File: src/rtl/fetch_sequencer_if.sv
// Instruction-fetch sequencer bus: instruction-memory port, decoder/datapath
// handshake and status. master = sequencer side, slave = memory/decoder side.
interface fetch_sequencer_if #(
    parameter int ADDR_W = 16
);
    logic              imem_req;
    logic [ADDR_W-1:0] imem_addr;
    logic              imem_ack;
    logic [15:0]       imem_rdata;
    logic [15:0]       instr;
    logic [3:0]        OpCode;
    logic              instr_valid;
    logic              exec_done;
    logic              Halt;
    logic [1:0]        Branch;
    logic              taken;
    logic [ADDR_W-1:0] target;
    logic [ADDR_W-1:0] pc;
    logic              halted;
    logic [15:0]       retired;

    modport master (
        output imem_req, imem_addr, instr, OpCode, instr_valid, pc, halted, retired,
        input  imem_ack, imem_rdata, exec_done, Halt, Branch, taken, target
    );

    modport slave (
        input  imem_req, imem_addr, instr, OpCode, instr_valid, pc, halted, retired,
        output imem_ack, imem_rdata, exec_done, Halt, Branch, taken, target
    );
endinterface

File: src/rtl/fetch_sequencer.sv
// Instruction fetch and sequencing unit: holds the PC, fetches one 16-bit
// instruction per request/ack, issues it to the decoder and applies the
// decoder's Halt/Branch result once the datapath reports completion.
//
// state   | meaning
// --------+----------------------------------------------------------
// IDLE    | just out of reset, one cycle before the first fetch
// FETCH   | imem_req high at pc, waiting for imem_ack
// ISSUE   | instr_valid pulse, instruction presented to the decoder
// EXEC    | waiting for exec_done, then choose next pc
// HALTED  | stopped; only reset leaves this state
module fetch_sequencer #(
    parameter int                ADDR_W   = 16,
    parameter logic [ADDR_W-1:0] RESET_PC = '0
) (
    input logic          clk,
    input logic          rst,
    fetch_sequencer_if.master bus
);

    typedef enum logic [2:0] {
        IDLE   = 3'd0,
        FETCH  = 3'd1,
        ISSUE  = 3'd2,
        EXEC   = 3'd3,
        HALTED = 3'd4
    } state_t;

    state_t            state;
    logic [ADDR_W-1:0] pc_q;
    logic [15:0]       instr_q;
    logic [15:0]       retired_q;
    logic              req_q;
    logic              valid_q;
    logic              halted_q;

    logic [ADDR_W-1:0] pc_inc;
    logic [ADDR_W-1:0] target_even;
    logic [15:0]       retired_inc;

    // Next-PC candidates and saturating retire count.
    always_comb begin
        pc_inc      = pc_q + ADDR_W'(2);
        target_even = bus.target & ~{{(ADDR_W-1){1'b0}}, 1'b1};
        retired_inc = (retired_q == 16'hFFFF) ? retired_q : retired_q + 16'd1;
    end

    // Sequencer FSM with registered outputs.
    always_ff @(posedge clk or negedge rst) begin
        if (!rst) begin
            state     <= IDLE;
            pc_q      <= RESET_PC;
            instr_q   <= '0;
            retired_q <= '0;
            req_q     <= 1'b0;
            valid_q   <= 1'b0;
            halted_q  <= 1'b0;
        end else begin
            case (state)
                IDLE: begin
                    state <= FETCH;
                    req_q <= 1'b1;
                end
                FETCH: begin
                    if (bus.imem_ack) begin
                        instr_q <= bus.imem_rdata;
                        req_q   <= 1'b0;
                        valid_q <= 1'b1;
                        state   <= ISSUE;
                    end
                end
                ISSUE: begin
                    valid_q <= 1'b0;
                    state   <= EXEC;
                end
                EXEC: begin
                    if (bus.exec_done) begin
                        retired_q <= retired_inc;
                        if (bus.Halt) begin
                            halted_q <= 1'b1;
                            state    <= HALTED;
                        end else begin
                            case (bus.Branch)
                                2'b00:   pc_q <= bus.taken ? target_even : pc_inc;
                                2'b10:   pc_q <= target_even;
                                default: pc_q <= pc_inc;
                            endcase
                            req_q <= 1'b1;
                            state <= FETCH;
                        end
                    end
                end
                HALTED: begin
                    req_q    <= 1'b0;
                    halted_q <= 1'b1;
                end
                default: begin
                    req_q   <= 1'b0;
                    valid_q <= 1'b0;
                    state   <= IDLE;
                end
            endcase
        end
    end

    assign bus.imem_req    = req_q;
    assign bus.imem_addr   = pc_q;
    assign bus.pc          = pc_q;
    assign bus.instr       = instr_q;
    assign bus.OpCode      = instr_q[15:12];
    assign bus.instr_valid = valid_q;
    assign bus.halted      = halted_q;
    assign bus.retired     = retired_q;

endmodule

File: src/flat_wrapper.sv
// flat-port wrapper written by rule: the top's interface ports become plain ports
module fetch_sequencer_flat 
#(
    parameter int                ADDR_W   = 16,
    parameter logic [ADDR_W-1:0] RESET_PC = '0
)
  (clk, rst, bus_imem_req, bus_imem_addr, bus_instr, bus_OpCode, bus_instr_valid, bus_pc, bus_halted, bus_retired, bus_imem_ack, bus_imem_rdata, bus_exec_done, bus_Halt, bus_Branch, bus_taken, bus_target);
  fetch_sequencer_if #(.ADDR_W(ADDR_W)) bus_i ();
  input logic clk;
  input logic rst;
  output wire logic [$bits(bus_i.imem_req)-1:0] bus_imem_req;
  output wire logic [$bits(bus_i.imem_addr)-1:0] bus_imem_addr;
  output wire logic [$bits(bus_i.instr)-1:0] bus_instr;
  output wire logic [$bits(bus_i.OpCode)-1:0] bus_OpCode;
  output wire logic [$bits(bus_i.instr_valid)-1:0] bus_instr_valid;
  output wire logic [$bits(bus_i.pc)-1:0] bus_pc;
  output wire logic [$bits(bus_i.halted)-1:0] bus_halted;
  output wire logic [$bits(bus_i.retired)-1:0] bus_retired;
  input wire logic [$bits(bus_i.imem_ack)-1:0] bus_imem_ack;
  input wire logic [$bits(bus_i.imem_rdata)-1:0] bus_imem_rdata;
  input wire logic [$bits(bus_i.exec_done)-1:0] bus_exec_done;
  input wire logic [$bits(bus_i.Halt)-1:0] bus_Halt;
  input wire logic [$bits(bus_i.Branch)-1:0] bus_Branch;
  input wire logic [$bits(bus_i.taken)-1:0] bus_taken;
  input wire logic [$bits(bus_i.target)-1:0] bus_target;
  assign bus_imem_req = bus_i.imem_req;
  assign bus_imem_addr = bus_i.imem_addr;
  assign bus_instr = bus_i.instr;
  assign bus_OpCode = bus_i.OpCode;
  assign bus_instr_valid = bus_i.instr_valid;
  assign bus_pc = bus_i.pc;
  assign bus_halted = bus_i.halted;
  assign bus_retired = bus_i.retired;
  assign bus_i.imem_ack = bus_imem_ack;
  assign bus_i.imem_rdata = bus_imem_rdata;
  assign bus_i.exec_done = bus_exec_done;
  assign bus_i.Halt = bus_Halt;
  assign bus_i.Branch = bus_Branch;
  assign bus_i.taken = bus_taken;
  assign bus_i.target = bus_target;
  fetch_sequencer #(.ADDR_W(ADDR_W), .RESET_PC(RESET_PC)) u_core (.clk(clk), .rst(rst), .bus(bus_i));
endmodule
File: config.mk
export PLATFORM = sky130hd
export DESIGN_NAME = fetch_sequencer_flat
export DESIGN_NICKNAME = d
export VERILOG_FILES = /design/src/rtl/fetch_sequencer_if.sv /design/src/rtl/fetch_sequencer.sv /design/src/flat_wrapper.sv
export SDC_FILE = /design/constraint.sdc
export NUM_CORES = 1
export LEC_CHECK = 0
export CELL_PAD_IN_SITES_DETAIL_PLACEMENT = 0
export CELL_PAD_IN_SITES_GLOBAL_PLACEMENT = 1
export CORE_ASPECT_RATIO = 1.5
export CORE_MARGIN = 3
export CORE_UTILIZATION = 29
export DETAILED_ROUTE_END_ITERATION = 16
export PLACE_DENSITY = 0.82
export SLEW_MARGIN = 20
export SYNTH_ARGS = -nofsm -noshare
export SYNTH_HDL_FRONTEND = slang
export SYNTH_SLANG_ARGS = --single-unit
File: constraint.sdc
create_clock -name clk -period 1.85 [get_ports clk]
set_input_delay 0.2775 -clock clk [delete_from_list [all_inputs] [get_ports clk]]
set_output_delay 0.2775 -clock clk [all_outputs]
set_load 0.03 [all_outputs]
==> results_dict.tcl, run 1 <==
set metrics [dict create \
    start_util 0.298 \
    crit_buf_inv 1 \
    critPathKind "reg -> reg" \
    grt_max_degree 26 \
    p_leak_nw 1.79 \
    synth.distinct_cells 45 \
    globalRouteOverflowTotal 0 \
    synth-edff-count 0 \
    drt-initial-drc-count 112 \
    r2r_cells 5 \
    slew_viol_final 0 \
    antenna_found_initial 0 \
    syn_area_um2 2770 \
    drv_cap 0 \
    vias_per_cell 4.98 \
    syn2layout_area_growth_pct 52.4 \
    ff_latch_area_um2 1330 \
    tightest_slew_ns 0.510 \
    worstSkewPairLatency_ns 0.29 \
    clk_path_buf_depth 2 \
    fin_skew_ns 0.00531 \
    cts_root_buffer "clkbuf_16" \
    drc 0 \
    drtAntennaViolNets 0 \
    async_reset_ff_frac 1.00 \
    finalSetupViolations 0 \
    numCtsBuffers 5 \
    critPathArrivalTime_ns 2.00 \
    fill_cells 876 \
    dp_hpwl_mm 5.94 \
    hold_path.class "in -> reg" \
    multiInputGateArea_um2 1240 \
    slowest_stage "or4_4" \
    port_buffers 107 \
    die-width_um 85.8 \
    powerDensity_nw_per_um2 1640 \
    wirelength_mm 7.79 \
    setup_slack_ns 0.0647 \
    std_cell_rows 43 \
    htree_num_levels 2 \
    whs_path_depth 4 \
    min_period_ns 1.79 \
    fin_crit_sh 0.965 \
    dr.pass1.iters 4 \
    wl_per_cell_um 15.5 \
    path_cells "buf_4 -> nand4_1 -> or4_4 -> a2111oi_4 -> xnor2_1" \
    hold_slack_ns 0.463 \
    track_usage 0.149 \
    cts_sinks 53 \
    drive_gt1_frac 0.161 \
    ys_warn_count 0 \
    fmax_mhz 560 \
    vias 2507 \
    cts_tree "yes" \
    p_total_w 0.00692 \
    nets 432 \
    cts.clk_slew.worst_paths_ns 0.07 \
    ys_seq_area_frac 0.479 \
    antenna_cells 0 \
    required_ns 2.07 \
    ioPinCount 111 \
    pre_cts_ws_ns -0.289 \
    max_slew_margin 0.651 \
    grt_pass1_vias 2565 \
    die_area_um2 10800 \
    hold_viol_final 0 \
    crit_fanout 4 \
    avgSynthCellArea_um2 10.0 \
    core_area_um2 9310 \
    finalSetupTns_ns 0 \
    max_stage_delay_ns 0.60 \
    peakVddDrop_v 0.000967 \
    dieHeight_um 126 \
    synth-main-ff-cell "dfrtp_1" \
    synthCells 277 \
    worst-path-stages 5 \
    rsz0062_at_grt "false" \
    start_kind "flop" \
    status "finished clean" \
    critPathCaptureType "flop" \
    ys_ff_latch 53 \
    grt_pass1_wl_mm 12.8 \
    place.gp.congestion 0.849 \
    critPathTopFamily "simple AND/OR/NAND/NOR gates" \
]
==> worst reg2reg max path, cell delays in order (launching register included) <==
cell and delay, ns:
dfrtp_2 0.36, buf_4 0.12, nand4_1 0.13, or4_4 0.60
a2111oi_4 0.35, xnor2_1 0.15
==> synth_stat cells (5+ instances only) <==
library cell  instances  area (um2)
a21oi_1              25         125
buf_4                21         158
clkbuf_1              8        30.0
dfrtp_1              53        1330
inv_1                 7        26.3
mux2_2               17         191
nand2_1              20        75.1
nand3_1              15        75.1
nand4_1               5        31.3
nor2_1               16        60.1
nor3_1                6        30.0
nor4_1                6        37.5
o21ai_0              16        80.1
xor2_1               10        87.6
==> cell usage in the layout, fill, tap and decap left out, types with 3 or more instances in the layout <==
master	synthesis	final
clkbuf_16	0	5
mux2_2	17	17
dfrtp_2	0	4
nand3_1	15	15
xor2_1	10	10
clkdlybuf4s50_1	0	103
nor4_1	6	5
nor2_1	16	16
nor3_1	6	6
buf_4	21	25
inv_1	7	7
and3_1	4	4
nand2_1	20	20
or3_1	3	3
nand4_1	5	5
xnor2_1	4	4
dlymetal6s2s_1	0	3
a31oi_1	3	3
a2bb2oi_1	3	3
o21ai_0	16	16
a211oi_1	4	3
a21oi_1	25	25
dfrtp_1	53	49
==> logic make-up (layout without fill, tap and decap cells) <==
| family | Yosys count | in the layout | synth area share |
|---|---|---|---|
| adders and majority gates | 2 | 2 | 0.00903 |
| and+or+nand+nor | 86 | 86 | 0.163 |
| DFF | 53 | 53 | 0.479 |
| other | 1 | 2 | 0.00135 |
| muxes | 17 | 17 | 0.0691 |
| AOI/OAI and AO/OA | 67 | 67 | 0.155 |
| buffers and inverters | 37 | 150 | 0.0790 |
| xor gates and xnor gates | 14 | 14 | 0.0442 |
==> state kept, by name (all words and copies together), names as in the netlist <==
register / cells
u_core.bus.halted: 1
u_core.bus.instr_valid: 1
u_core.bus.imem_req: 1
u_core.bus.instr: 16
u_core.state: 3
u_core.bus.imem_addr: 15
u_core.bus.retired: 16
==> metrics by stage <==
stage               area (um2)  cells  utilization
CTS                       4200    502        0.451
global route              4220    503        0.454
floorplan                 2780    278            -
finish                    4220    503        0.454
detailed placement        4010    493        0.431
global placement          4010    493        0.431
==> layout make-up <==
class,count,share of cell area
Timing Repair Buffer,135,0.311
Clock inverter,1,0.00711
Inverter,7,0.00622
Sequential cell,53,0.315
Clock buffer,7,0.0338
Tap cell,112,0.0332
Multi-Input combinational cell,188,0.294
==> what timing repair did <==
item / in CTS / in global routing
setup endpoints to repair: 0 / 7
endpoints found under the hold margin: 17 / 0
hold buffers: 1 / 0
resized for setup: 0 / 6
buffers inserted: 0 / 1
==> metal layers <==
layer,vias up,track usage,wire [um]
met4,0,0.0494,108
li1,1200,-,-
met5,-,0,0
met1,1230,0.173,3020
met2,71,0.272,4290
met3,6,0.0268,375
==> final timing paths <==
check                                 startpoint                endpoint  slack (ns)
min                                bus_exec_done         u_core.state[1]        0.46
max in group asynchronous                    rst  u_core.bus.retired[15]        0.72
max reg2reg                u_core.bus.retired[0]  u_core.bus.retired[15]        0.06
min reg2reg                    u_core.bus.halted       u_core.bus.halted        0.48
min in group asynchronous                    rst  u_core.bus.retired[10]        0.48
max                        u_core.bus.retired[0]  u_core.bus.retired[15]        0.06
==> where the power goes <==
group | leakage, nW | switching, W | internal, W
Sequential | 0.626 | 0.000409 | 0.00161
Combinational | 1.08 | 0.00210 | 0.00171
Clock | 0.0841 | 0.000419 | 0.000677
(Power assumes the default switching activity.)
==> run 2: changes to the inputs <==
--- a/config.mk
+++ b/config.mk
@@ -10,6 +10,7 @@
 export CORE_ASPECT_RATIO = 1.5
 export CORE_MARGIN = 3
 export CORE_UTILIZATION = 29
+export CTS_CLUSTER_SIZE = 8
 export DETAILED_ROUTE_END_ITERATION = 16
 export PLACE_DENSITY = 0.82
 export SLEW_MARGIN = 20
==> results of run 2 <==
Same layout as run 1: the final DEF is identical, and so are final timing and power.
==> run 3: changes to the inputs <==
--- a/config.mk
+++ b/config.mk
@@ -5,6 +5,7 @@
 export SDC_FILE = /design/constraint.sdc
 export NUM_CORES = 1
 export LEC_CHECK = 0
+export CAP_MARGIN = 10
 export CELL_PAD_IN_SITES_DETAIL_PLACEMENT = 0
 export CELL_PAD_IN_SITES_GLOBAL_PLACEMENT = 1
 export CORE_ASPECT_RATIO = 1.5
==> results of run 3 <==
Same layout as run 1: the final DEF is identical, and so are final timing and power.
